### src/rtl/z2_cycle_ctrl.sv
// Zorro II slave cycle controller: strobe synchronisers, target grant, IDLE/START/DATA/END
// cycle FSM with registered DTACK, OVR enable and a DTACK watchdog with sticky error capture.
module z2_cycle_ctrl #(
  parameter int NUM_TARGETS    = 5,
  parameter int SYNC_STAGES    = 3,
  parameter int TIMER_W        = 8,
  parameter int TIMEOUT_CYCLES = 200,
  parameter int TGT_IDX_W      = 4
) (
  input  logic                   MEMCLK,
  input  logic                   RESET_n,
  input  logic                   AS_n,
  input  logic                   UDS_n,
  input  logic                   LDS_n,
  input  logic                   RW,
  input  logic [NUM_TARGETS-1:0] tgt_access,
  input  logic [NUM_TARGETS-1:0] tgt_ready,
  input  logic                   err_clr,
  output logic                   AS_n_s,
  output logic                   UDS_n_s,
  output logic                   LDS_n_s,
  output logic                   RW_s,
  output logic [1:0]             z2_state,
  output logic [NUM_TARGETS-1:0] cycle_tgt,
  output logic                   dtack,
  output logic                   dtack_drive,
  output logic                   ovr,
  output logic                   timeout_err,
  output logic [TGT_IDX_W-1:0]   err_tgt
);

  typedef enum logic [1:0] {
    ST_IDLE  = 2'd0,
    ST_START = 2'd1,
    ST_DATA  = 2'd2,
    ST_END   = 2'd3
  } state_t;

  localparam logic               TMO_EN  = (TIMEOUT_CYCLES != 0);
  localparam logic [TIMER_W-1:0] TMO_VAL = TIMER_W'(TIMEOUT_CYCLES);

  function automatic logic [NUM_TARGETS-1:0] lowest_set(input logic [NUM_TARGETS-1:0] v);
    return v & (~v + NUM_TARGETS'(1));
  endfunction

  function automatic logic [TGT_IDX_W-1:0] onehot_idx(input logic [NUM_TARGETS-1:0] v);
    logic [TGT_IDX_W-1:0] idx;
    idx = '0;
    for (int i = 0; i < NUM_TARGETS; i++) begin
      if (v[i]) idx = TGT_IDX_W'(i);
    end
    return idx;
  endfunction

  logic [SYNC_STAGES-1:0] as_sync_q;
  logic [SYNC_STAGES-2:0] uds_sync_q;
  logic [SYNC_STAGES-2:0] lds_sync_q;
  logic [SYNC_STAGES-2:0] rw_sync_q;
  state_t                 state_q;
  logic [NUM_TARGETS-1:0] cycle_tgt_q;
  logic                   dtack_q;
  logic [TIMER_W-1:0]     timer_q;
  logic                   timeout_err_q;
  logic [TGT_IDX_W-1:0]   err_tgt_q;

  logic                   as_fin;
  logic [TIMER_W-1:0]     timer_d;
  logic [NUM_TARGETS-1:0] grant_d;
  logic                   ready_hit;
  logic                   timeout_hit;

  always_comb begin
    as_fin      = as_sync_q[SYNC_STAGES-1];
    timer_d     = (&timer_q) ? timer_q : timer_q + TIMER_W'(1);
    grant_d     = lowest_set(tgt_access);
    ready_hit   = |(tgt_ready & cycle_tgt_q);
    timeout_hit = TMO_EN && (timer_q >= TMO_VAL);
  end

  always_ff @(posedge MEMCLK) begin
    if (!RESET_n) begin
      as_sync_q     <= '1;
      uds_sync_q    <= '1;
      lds_sync_q    <= '1;
      rw_sync_q     <= '1;
      state_q       <= ST_IDLE;
      cycle_tgt_q   <= '0;
      dtack_q       <= 1'b0;
      timer_q       <= '0;
      timeout_err_q <= 1'b0;
      err_tgt_q     <= '0;
    end else begin
      as_sync_q[0]  <= AS_n;
      uds_sync_q[0] <= UDS_n;
      lds_sync_q[0] <= LDS_n;
      rw_sync_q[0]  <= RW;
      for (int i = 1; i < SYNC_STAGES; i++) as_sync_q[i] <= as_sync_q[i-1];
      for (int i = 1; i < SYNC_STAGES - 1; i++) begin
        uds_sync_q[i] <= uds_sync_q[i-1];
        lds_sync_q[i] <= lds_sync_q[i-1];
        rw_sync_q[i]  <= rw_sync_q[i-1];
      end

      // A timeout firing on the same edge overrides this clear below.
      if (err_clr) timeout_err_q <= 1'b0;

      case (state_q)
        ST_IDLE: begin
          timer_q <= '0;
          dtack_q <= 1'b0;
          if (!as_fin && |tgt_access) begin
            cycle_tgt_q <= grant_d;
            state_q     <= ST_START;
          end
        end
        ST_START: begin
          timer_q <= timer_d;
          if (AS_n_s) begin
            cycle_tgt_q <= '0;
            state_q     <= ST_IDLE;
          end else if (!UDS_n_s || !LDS_n_s) begin
            state_q <= ST_DATA;
          end
        end
        ST_DATA: begin
          timer_q <= timer_d;
          if (AS_n_s) begin
            cycle_tgt_q <= '0;
            state_q     <= ST_IDLE;
          end else if (ready_hit) begin
            dtack_q <= 1'b1;
            state_q <= ST_END;
          end else if (timeout_hit) begin
            dtack_q       <= 1'b1;
            timeout_err_q <= 1'b1;
            err_tgt_q     <= onehot_idx(cycle_tgt_q);
            state_q       <= ST_END;
          end
        end
        ST_END: begin
          if (AS_n_s) begin
            dtack_q     <= 1'b0;
            cycle_tgt_q <= '0;
            state_q     <= ST_IDLE;
          end
        end
        default: state_q <= ST_IDLE;
      endcase
    end
  end

  assign AS_n_s      = as_sync_q[SYNC_STAGES-2];
  assign UDS_n_s     = uds_sync_q[SYNC_STAGES-2];
  assign LDS_n_s     = lds_sync_q[SYNC_STAGES-2];
  assign RW_s        = rw_sync_q[SYNC_STAGES-2];
  assign z2_state    = state_q;
  assign cycle_tgt   = cycle_tgt_q;
  assign dtack       = dtack_q;
  assign dtack_drive = dtack_q & |cycle_tgt_q;
  assign ovr         = |tgt_access;
  assign timeout_err = timeout_err_q;
  assign err_tgt     = err_tgt_q;

endmodule

### config.mk
export PLATFORM = sky130hd
export DESIGN_NAME = z2_cycle_ctrl
export DESIGN_NICKNAME = d
export VERILOG_FILES = /design/src/rtl/z2_cycle_ctrl.sv
export SDC_FILE = /design/constraint.sdc
export NUM_CORES = 1
export LEC_CHECK = 0
export ABC_AREA = 1
export CORE_UTILIZATION = 35
export CTS_CLUSTER_SIZE = 16
export DETAILED_ROUTE_END_ITERATION = 10
export GPL_TIMING_DRIVEN = 0
export PLACE_DENSITY = 0.69
export SLEW_MARGIN = 20
export SYNTH_ARGS = -nofsm -noshare
export SYNTH_HDL_FRONTEND = slang
export SYNTH_SLANG_ARGS = --single-unit
export TNS_END_PERCENT = 30
### constraint.sdc
create_clock -name MEMCLK -period 3.7 [get_ports MEMCLK]
set_clock_uncertainty 0.1 [all_clocks]
set_input_delay 0.74 -clock MEMCLK [delete_from_list [all_inputs] [get_ports MEMCLK]]
set_output_delay 0.74 -clock MEMCLK [all_outputs]
set_load 0.01 [all_outputs]
==> results of run 1 <==
-- through the flow --
step / instance area, µm² / setup slack, ps / util [%] / power (mW)
after floorplan: 1419 / 1860 / - / 0.5880
after global placement: 1819 / 900.7 / 48.24 / 0.6836
after global routing: 1911 / 825.0 / 50.66 / 1.007
after detailed placement: 1819 / 900.9 / 48.24 / 0.6825
final: 1911 / 887.4 / 50.66 / 0.9383
after CTS: 1911 / 898.6 / 50.66 / 0.9480
-- state kept, by name (all words and copies together) (netlist names) --
register / flops
as_sync_q: 3
cycle_tgt: 5
dtack: 1
err_tgt: 3
lds_sync_q: 2
rw_sync_q: 2
timeout_err: 1
timer_q: 8
uds_sync_q: 2
z2_state: 2
-- final cells by class --
class,instances,area [µm²],share of cell area [%]
timing repair buffer,34,340.3,17.81
multi-input combinational,137,737.0,38.57
inverter,23,86.33,4.519
sequential,29,580.6,30.39
buffer,3,15.01,0.7859
clock buffer,5,68.82,3.602
clock inverter,3,22.52,1.179
tap,48,60.06,3.143
-- worst max path at each step --
stage	to	depth (start not counted)	start	slack, ps
after floorplan	ovr	2	tgt_access[2]	1860
after global placement	ovr	4	tgt_access[1]	900
after detailed placement	ovr	4	tgt_access[1]	900
after CTS	ovr	4	tgt_access[1]	900
after global routing	ovr	4	tgt_access[1]	820
final	ovr	4	tgt_access[1]	890
-- metal layers --
| metal | up-vias | part of all wire [%] | routed length [µm] |
|---|---|---|---|
| met3 | 5 | 5.6 | 160 |
| met4 | 0 | 2.1 | 61 |
| met5 | - | 0 | 0 |
| met2 | 32 | 42 | 1198 |
| met1 | 561 | 50 | 1438 |
| li1 | 702 | - | - |
-- cell usage in the layout, fill, tap and decap left out, drive strengths merged, types with 7 or more instances in the layout --
cell | Yosys | layout
nor2 | 21 | 21
nand2 | 43 | 43
or2 | 9 | 9
clkbuf | 2 | 7
a21oi | 20 | 20
nor3 | 8 | 8
dfxtp | 29 | 29
ha | 7 | 7
inv | 23 | 23
nand3 | 19 | 19
clkdlybuf4s50 | 0 | 34
-- power breakdown --
part | internal [mW] | leakage, nW | switching [mW]
clock | 0.132 | 0.0364 | 0.131
sequential | 0.336 | 0.237 | 0.0243
combinational | 0.130 | 0.503 | 0.186
-- cells by family (layout without fill, tap and decap cells) --
family	after synthesis	after routing	synth area share, %
and+or+nand+nor	105	105	36.51
AOI/OAI and AO/OA	24	24	8.995
DFF	29	29	40.92
other	1	1	0.2643
adders and majority gates	7	7	6.173
buffers and inverters	26	68	7.143
-- worst max-delay path: stages --
cell	delay, ps
clkdlybuf4s50_1	480
nor2_2	180
nand3_2	90
clkdlybuf4s50_1	480
==> metrics, run 1 <==
DRT Wirelength 2858 µm; Peak Freq 355.5 MHz; Placer Congestion 0.8195; grt peak-use layer met2; dpl cells 274; Die W 65.67 µm; vias in the first global route 1090; post-synthesis register bit count 29; cells after synthesis 192; H-tree levels 2; Initial Util 37.62%; first-pass iteration count of the detailed router 4; met1 Usage GRT 19.44%; WHS 316.3 ps; leakage power 0.7758 nW; sequential area share after synthesis 40.92%; CP Class primary input to primary output; Placeable Area 0.003771 mm²; I/O pin total 36; routed len/inst 10.13 µm; Fillers 381; r2r setup slk 1960 ps; clk buf depth 2; fraction of layout cells with a size suffix above 1 14.10%; Global Route Usage Sum 14.58%; WP data required 2860 ps; Hold EP as_sync_q[1]; post_cts resized 0; R2R Path End timer_q[7]; Cell Area, Synth 0.001419 mm²; worst hold path class flip-flop to flip-flop; max_cap viols 0; diode count 0; Final ANT Viol Nets 0; number of synthesized flops with an enable pin 0; CTS tree built; post-synth net total 216; DRC viols 0; met3 usage 3.993%; Hold Violations, Final 0; clock root cell clkbuf_8; worst path arrival time 1970 ps; asr flop ratio synth 0%; RSZ-0062 raised after global routing false; post-synth cell types 24; HPWL Detailed 2180 µm; first-pass GRT wire length 4761 µm; post-cts hold buffer count 0; Layout area overhead 34.66%; worst-path maximum fanout 3; top cells by area in the synthesized netlist dfxtp_1 (41%), nand2_1 (9.5%), a21oi_1 (6.7%); largest net degree at the start of global routing 12; crit share post-route 76.02%; Congestion Overflow GR 0; antenna violations before repair 0; P per Cell Area 491.1 mW/mm²; Worst R2R Path Depth 7; Final min period 2813 ps; Vias/cell 4.610; die boundary height 65.67 µm; hold path start as_sync_q[0]; worst r2r src z2_state[0]; clk slew on worst S/H paths 70 ps; setup TNS 0 ps; largest area contributor in the netlist dfxtp_1; hold path depth 1; num rows 22; Final Net Count 257; top-count cell post-synth nand2_1; status finished, final reports clean; die area 0.004313 mm²; YS warnings 0; Synth top cells by count nand2_1 (36), dfxtp_1 (29), inv_1 (22); Num CTS Buffers 5; met2 Track Usage GR 21.30%; fin. max-slew vios 0; Finished Layout Cells 282; top cell type's share of synthesized area 40.92%; vias 1300; Initial DRC Count 46; # port buffers 34; dominant synthesized flop cell dfxtp_1; Clock Latency Late Sink 280 ps; setup bufs post-CTS 0; Setup crit end kind primary output; Avg Inst Size Synth 7.390 µm²; clk sinks 29; worst vdd ir 0.2322 mV; Setup violations, final 0; CP Launch Type primary input
Note: power is estimated with default switching activity, not from simulation.
==> run 2, diff against run 1 <==
==> constraint.sdc (replaced) <==
create_clock -name MEMCLK -period 2.81 [get_ports MEMCLK]
set_clock_uncertainty 0.1 [all_clocks]
set_input_delay 0.562 -clock MEMCLK [delete_from_list [all_inputs] [get_ports MEMCLK]]
set_output_delay 0.562 -clock MEMCLK [all_outputs]
set_load 0.01 [all_outputs]
==> results of run 2 <==
Same layout as run 1 (identical final DEF). Status: finished, final reports clean.
Main changes from that run: setup slack after placement 900.9 ps -> 366.9 ps; setup slack after layout 887.4 ps -> 353.4 ps; register-to-register setup slack 1960 ps -> 1070 ps; total power 0.9383 mW -> 1.235 mW; worst IR drop on VDD 0.2322 mV -> 0.3057 mV
==> edit, RTL diff (config.mk and constraints of run 2) <==
Change the parameter `TIMER_W` from 8 to 7.
--- a/src/rtl/z2_cycle_ctrl.sv
+++ b/src/rtl/z2_cycle_ctrl.sv
@@ -4,5 +4,5 @@
   parameter int NUM_TARGETS    = 5,
   parameter int SYNC_STAGES    = 3,
-  parameter int TIMER_W        = 8,
+  parameter int TIMER_W        = 7,
   parameter int TIMEOUT_CYCLES = 200,
   parameter int TGT_IDX_W      = 4
Formal check against the unedited RTL: same outputs for any inputs over 10 cycles, from zero or initial values and one cycle with RESET_n low; that may be too few to reach the edited logic, so the function may still have changed.
==> edit against run 2 <==
- count of clock-buffer cells in the layout decreased by 2
- final area is 2.4% lower
- critical path depth unchanged
- utilization down 0.83 points
- wire length is 1.3% higher
- setup slack got worse by 0.014 ns
- power up 12%
- synthesized area fell by 1.1%
- sequential cell count fell by 1
- combinational power is 39% higher
- global-route usage is 0.37 points lower
==> edit: results <==
[run_status]
outcome = completed

[placed_design]
dp_worst_setup_slack_ns = 0.358
dpl_cell_area_sq_um = 1790
place_congestion = 0.813

[setup_path]
critPathMaxFanout = 4
timing.rr.end = timer_q[5]$_SDFFE_PN0P_
reg2reg_slack_ns = 1.16
crit_start = tgt_access[0]

[global_routing]
grt_pass1_vias = 1124
groute.usage.overall = 0.142

[power]
pg_comb_uw = 575
clkPwrFrac = 0.228
p_leak_uw = 0.000769

[synth]
netlist-cell-type-count = 28
synth_common_cells = 32 x nand2_1, 28 x dfxtp_1, 22 x inv_1
synth_compound_area_frac = 0.109
synthTopCellsByArea = dfxtp_1 40%, nand2_1 8.6%, ha_1 7.1%

[detailed_routing]
vias = 1260
drt-total-wl_um = 2900
drt_iter0_drc = 92

[clock_tree]
cts-htree-levels = 1
cts_buffers = 3
clk_pin_slew_ns = 0.10

[final_layout]
largest_register_ffs = 7
drive_above_1_share = 0.156

[hold_path]
hold_start = rw_sync_q[0]$_SDFF_PN1_
whs_endpoint = rw_sync_q[1]$_SDFF_PN1_
==> edit: cell types whose count changed after synthesis, moves of 3 or more <==
cell / before / now
o21ai_0: 3 / 0
nand3_1: 18 / 14
nand2_1: 36 / 32
nor2_1: 17 / 11
a21oi_1: 19 / 15
==> edit: stage by stage <==
step,cells,hold WS (ns)
4_1_cts,266,0.327
6_report,266,0.322
3_3_place_gp,262,0.295
2_1_floorplan,181,0.293
5_1_grt,266,0.342
3_5_place_dp,262,0.303
==> edit: metal layers <==
metal	wire length (um)	up-vias	track usage
met1	1340	574	0.177
met5	0	-	0
li1	-	655	-
met3	152	2	0.0243
met2	1390	29	0.245
met4	14	0	0.0489
==> edit: cell type report <==
type	count	area, sq um	share of cell area
plain buffers	4	20.0	0.0107
clock buffers	3	41.3	0.0221
clock inverters	1	30.0	0.0161
inverters	24	90.1	0.0483
multi-input cells	125	733	0.393
flip-flops and latches	28	561	0.300
well taps	48	60.1	0.0322
repair buffers	33	330	0.177
